### config.mk
export PLATFORM = sky130hd
export DESIGN_NAME = if_stage
export DESIGN_NICKNAME = d
export VERILOG_FILES = /design/src/rtl/if_stage.sv
export SDC_FILE = /design/constraint.sdc
export NUM_CORES = 1
export LEC_CHECK = 0
export ABC_CLOCK_PERIOD_IN_PS = 3500
export CAP_MARGIN = 0
export CORE_MARGIN = 5
export CORE_UTILIZATION = 54
export CTS_CLUSTER_DIAMETER = 120
export CTS_CLUSTER_SIZE = 24
export DETAILED_ROUTE_END_ITERATION = 7
export HOLD_SLACK_MARGIN = 0.1
export PLACE_DENSITY_LB_ADDON = 0.2
export SLEW_MARGIN = 5
export SYNTH_ARGS = -nofsm -noshare
export SYNTH_HDL_FRONTEND = slang
export SYNTH_SLANG_ARGS = --single-unit
### constraint.sdc
create_clock -name clk -period 3.5 [get_ports clk]
set_input_delay 0.525 -clock clk [delete_from_list [all_inputs] [get_ports clk]]
set_output_delay 0.525 -clock clk [all_outputs]
set_load 0.05 [all_outputs]
### src/rtl/if_stage.sv
// Instruction fetch stage: keeps up to two fetches outstanding and buffers returned words in a
// two-entry FIFO. After a redirect it drops the responses of fetches that are still in flight.
package my_pkg;
  parameter int DATA_WIDTH = 32;
endpackage

module if_stage #(
  parameter int                    DATA_WIDTH = my_pkg::DATA_WIDTH,
  parameter logic [DATA_WIDTH-1:0] RESET_PC   = '0
) (
  input  logic                  clk,
  input  logic                  rst_n,
  output logic                  imem_req_valid,
  input  logic                  imem_req_ready,
  output logic [DATA_WIDTH-1:0] imem_addr,
  input  logic                  imem_rsp_valid,
  input  logic [DATA_WIDTH-1:0] imem_rdata,
  input  logic                  redirect_valid,
  input  logic [DATA_WIDTH-1:0] redirect_pc,
  output logic                  id_valid,
  input  logic                  id_ready,
  output logic [DATA_WIDTH-1:0] id_inst,
  output logic [DATA_WIDTH-1:0] id_pc
);

  localparam logic [DATA_WIDTH-1:0] PC_STEP = {{(DATA_WIDTH-3){1'b0}}, 3'd4};

  logic [DATA_WIDTH-1:0] fetch_pc_q, fetch_pc_d;
  logic [DATA_WIDTH-1:0] ifq_pc_q [2];
  logic [DATA_WIDTH-1:0] ifq_pc_d [2];
  logic [1:0]            ifq_cnt_q, ifq_cnt_d, ifq_cnt_tmp;
  logic [DATA_WIDTH-1:0] of_pc_q [2];
  logic [DATA_WIDTH-1:0] of_pc_d [2];
  logic [DATA_WIDTH-1:0] of_inst_q [2];
  logic [DATA_WIDTH-1:0] of_inst_d [2];
  logic [1:0]            of_cnt_q, of_cnt_d, of_cnt_tmp;
  logic [1:0]            drop_q, drop_d;

  logic req_fire, rsp_fire, rsp_keep, id_pop;
  logic [1:0] unused_redirect_lsbs;

  assign unused_redirect_lsbs = redirect_pc[1:0];

  // Credit check uses registered occupancy, so a FIFO slot freed this cycle is reused next cycle.
  assign imem_req_valid = rst_n && (({1'b0, of_cnt_q} + {1'b0, ifq_cnt_q}) < 3'd2)
                          && (drop_q == 2'd0) && !redirect_valid;
  assign imem_addr      = fetch_pc_q;

  assign req_fire = imem_req_valid && imem_req_ready;
  assign rsp_fire = imem_rsp_valid && (ifq_cnt_q != 2'd0);
  assign rsp_keep = rsp_fire && (drop_q == 2'd0) && !redirect_valid;
  assign id_pop   = id_valid && id_ready && !redirect_valid;

  assign id_valid = (of_cnt_q != 2'd0);
  assign id_pc    = of_pc_q[0];
  assign id_inst  = of_inst_q[0];

  always_comb begin
    fetch_pc_d = fetch_pc_q;
    if (redirect_valid) begin
      fetch_pc_d = {redirect_pc[DATA_WIDTH-1:2], 2'b00};
    end else if (req_fire) begin
      fetch_pc_d = fetch_pc_q + PC_STEP;
    end
  end

  // In-flight PCs keep draining on responses even across a redirect; only their data is dropped.
  always_comb begin
    ifq_pc_d    = ifq_pc_q;
    ifq_cnt_tmp = ifq_cnt_q;
    if (rsp_fire) begin
      ifq_pc_d[0] = ifq_pc_q[1];
      ifq_cnt_tmp = ifq_cnt_q - 2'd1;
    end
    if (req_fire) begin
      if (ifq_cnt_tmp == 2'd0) ifq_pc_d[0] = fetch_pc_q;
      else                     ifq_pc_d[1] = fetch_pc_q;
      ifq_cnt_tmp = ifq_cnt_tmp + 2'd1;
    end
    ifq_cnt_d = ifq_cnt_tmp;
  end

  always_comb begin
    drop_d = drop_q;
    if (redirect_valid) begin
      drop_d = ifq_cnt_d;
    end else if (rsp_fire && (drop_q != 2'd0)) begin
      drop_d = drop_q - 2'd1;
    end
  end

  always_comb begin
    of_pc_d    = of_pc_q;
    of_inst_d  = of_inst_q;
    of_cnt_tmp = of_cnt_q;
    if (id_pop) begin
      of_pc_d[0]   = of_pc_q[1];
      of_inst_d[0] = of_inst_q[1];
      of_cnt_tmp   = of_cnt_q - 2'd1;
    end
    if (rsp_keep) begin
      if (of_cnt_tmp == 2'd0) begin
        of_pc_d[0]   = ifq_pc_q[0];
        of_inst_d[0] = imem_rdata;
      end else begin
        of_pc_d[1]   = ifq_pc_q[0];
        of_inst_d[1] = imem_rdata;
      end
      of_cnt_tmp = of_cnt_tmp + 2'd1;
    end
    of_cnt_d = redirect_valid ? 2'd0 : of_cnt_tmp;
  end

  always_ff @(posedge clk) begin
    if (!rst_n) begin
      fetch_pc_q <= RESET_PC;
      ifq_cnt_q  <= 2'd0;
      of_cnt_q   <= 2'd0;
      drop_q     <= 2'd0;
      for (int i = 0; i < 2; i++) begin
        ifq_pc_q[i]  <= '0;
        of_pc_q[i]   <= '0;
        of_inst_q[i] <= '0;
      end
    end else begin
      fetch_pc_q <= fetch_pc_d;
      ifq_cnt_q  <= ifq_cnt_d;
      of_cnt_q   <= of_cnt_d;
      drop_q     <= drop_d;
      ifq_pc_q   <= ifq_pc_d;
      of_pc_q    <= of_pc_d;
      of_inst_q  <= of_inst_d;
    end
  end

endmodule
==> flow_summary.json <==
{
  "netSwitchingFraction_pct": 36.5,
  "dr.pass1.iters": 7,
  "ys.flop_type": "dfxtp_1",
  "cts_buffers": 13,
  "seq_power_share_pct": 45.0,
  "yosys.area.top_type": "dfxtp_1",
  "clock_power_share_pct": 22.4,
  "clockBufferDepth": 3,
  "postCtsHoldBufs": 0,
  "max-vdd-ir-drop_mv": 0.380,
  "vias_per_cell": 5.58,
  "min_path_type": "reg2reg",
  "cp-end-kind": "output pin",
  "power_w": 0.00675,
  "rows": 50,
  "cp_max_fo": 4,
  "insertion_delay_ps": 480,
  "p_int_w": 0.00429,
  "cts_tree": "built",
  "drt_iter0_drc": 533,
  "track_usage_pct": 21.4,
  "rsz0062_at_grt": "false",
  "slew_viol_final": 0,
  "hold_viol_final": 0,
  "r2r_cells": 11,
  "cts-htree-levels": 1,
  "power_density_nw_per_um2": 572,
  "p_leak_nw": 4.10,
  "status": "completed",
  "drcViolationCount": 0,
  "start_kind": "register",
  "synth_cells": 1180,
  "timing.final.crit_share_pct": 78.8,
  "drv_cap": 0,
  "setup_violations": 0,
  "synthToLayoutAreaGrowth_pct": 16.2,
  "wirelength_microns": 23900,
  "holdWs_ps": 456,
  "synth_top_cell_area_share_pct": 44.6,
  "hold_depth": 2,
  "nets": 1299,
  "ant_nets": 0,
  "finClkSkew_ps": 25.8,
  "cts-root-buf": "clkbuf_16",
  "grt_max_degree": 88,
  "die_h_microns": 147,
  "port_buffers": 163,
  "gp_congestion": 0.800,
  "finalSetupTns_ps": 0,
  "cp.arrival_ps": 2230,
  "syn_area_per_cell_sq_um": 8.60,
  "die_area_sq_um": 21600,
  "crit_type": "reg2out",
  "ys_seq_area_share_pct": 44.6,
  "io_pins": 168,
  "initial_core_util_pct": 54.6,
  "synth-async-reset-ratio_pct": 0,
  "wire_per_inst_microns": 16.4,
  "grt_pass1_vias": 7452,
  "switchingPower_w": 0.00246,
  "synth_seq_cells": 226,
  "grt-ovfl-total": 0,
  "post_cts_buffers": 0,
  "antenna_found_initial": 0,
  "fp.dieW_microns": 147,
  "tightest_slew_ps": 872,
  "yosysWarningCount": 0,
  "path_clk_slew_ps": 100,
  "vias": 8123,
  "dp_hpwl_microns": 15600,
  "layout_min_cycle_time_ps": 2760,
  "coreArea_sq_um": 18600,
  "grt_pass1_wl_microns": 39200,
  "netlist_area_sq_um": 10100,
  "synthDistinctLibCells": 61,
  "fmax_mhz": 362,
  "cts_resized": 0,
  "synth-edff-count": 0,
  "cp.required_ps": 2970,
  "cts_num_sinks": 226,
  "ys_top_cells_by_area": "dfxtp_1 45%, mux2i_1 9.3%, a211oi_1 7.1%, nand2_1 6.8%, a21oi_1 5.5%",
  "antenna_cells": 0,
  "power.share.combinational_pct": 32.6,
  "rrSetupSlack_ps": 820,
  "slew_headroom_pct": 41.1,
  "layout-drive-gt1-share_pct": 5.40
}
[path summary, 6_finish.rpt]
kind / startpoint / endpoint
worst max-delay path: of_cnt_q[0] / imem_req_valid
worst min-delay path: of_inst_q[25] / of_inst_q[25]
worst max register to register: ifq_cnt_q[1] / ifq_pc_q[26]
worst min register to register: of_inst_q[25] / of_inst_q[25]
[stage by stage]
step	utilization [%]	worst slack [ps]	cell area, sq um	instances
2_1_floorplan	-	575	10200	1181
3_3_place_gp	61.6	371	11400	1441
6_report	63.4	741	11800	1456
3_5_place_dp	61.6	337	11400	1441
5_1_grt	63.4	533	11800	1456
4_1_cts	63.4	738	11800	1456
[routing by layer]
metal  vias up  GRT usage [%]  wire [microns]  part of all wire [%]
met5         -              0               0                     0
met4         0           5.13             436                   1.8
met3        25           3.21            1200                   5.0
met2       198           32.1           10500                    44
met1      3798           32.4           11800                    49
li1       4102              -               -                     -
[flip-flops by register name (all words and copies together), names as in the netlist]
name       count
of_cnt_q       2
imem_addr     30
id_pc         32
of_pc_q       32
of_inst_q     32
id_inst       32
drop_q         2
ifq_pc_q      62
ifq_cnt_q      2
[cells in the mapped netlist (4+ instances only)]
cell and instances:
inv_1 11, nand3_1 11, ha_1 6, and4_1 4, and2_1 6, nand2b_1 5, xor2_1 8, dfxtp_1 226
a221oi_1 5, buf_1 7, nand3_2 5, buf_2 22, a211oi_1 96, a41oi_1 4, nor2_1 115, nand4_1 8
clkbuf_1 59, o21ai_0 38, a21oi_1 111, xnor2_1 7, mux2i_1 94, o22ai_1 8, buf_4 72, a31oi_1 9
and3_1 4, nand2_1 184
[power by group through the flow]
stage | combinational [W] | sequential, W | clock, W
floorplan | 0.00164 | 0.00309 | 0
global placement | 0.00217 | 0.00308 | 0
detailed placement | 0.00220 | 0.00309 | 0
CTS | 0.00221 | 0.00303 | 0.00155
global route | 0.00237 | 0.00307 | 0.00166
finish | 0.00220 | 0.00303 | 0.00151
[cell type report]
cell class                      count  area [sq um]
Fill cell                        1600          6790
Timing Repair Buffer              187          1870
Clock buffer                       13           325
Inverter                           13          53.8
Multi-Input combinational cell    781          4700
Sequential cell                   226          4520
Tap cell                          234           293
Clock inverter                      2          21.3
[cells by family (layout without fill, tap and decap cells)]
group	Yosys count	in the layout	synth area share [%]
other cells	1	2	0.0370
xor+xnor	15	15	1.29
simple gates	371	371	16.3
fa+ha+maj	7	7	0.937
buf+inv	174	215	9.41
compound gates	288	288	17.7
mux	98	98	9.72
flops	226	226	44.6
[cell usage in the layout, fill, tap and decap left out, types with 8 or more instances in the layout]
cell             netlist  routed
a21oi_1              111     111
o22ai_1                8       8
clkdlybuf4s50_1        0     162
mux2i_1               94      94
nand2_1              184     182
o21ai_0               38      38
nor2_1               115     114
nand4_1                8       8
a211oi_1              96      96
a31oi_1                9       9
clkbuf_16              0      13
xor2_1                 8       8
inv_1                 11      11
buf_4                 72      20
nand3_1               11      11
dfxtp_1              226     226
[critical path: stages, from the launching register on]
cell     delay [ps]
dfxtp_1         360
inv_1            60
nor2_1          110
fa_1            430
nor2_1          230
nand2_1         120
nor2_1          250
buf_12          180
Power figures use the tool's default switching activity.
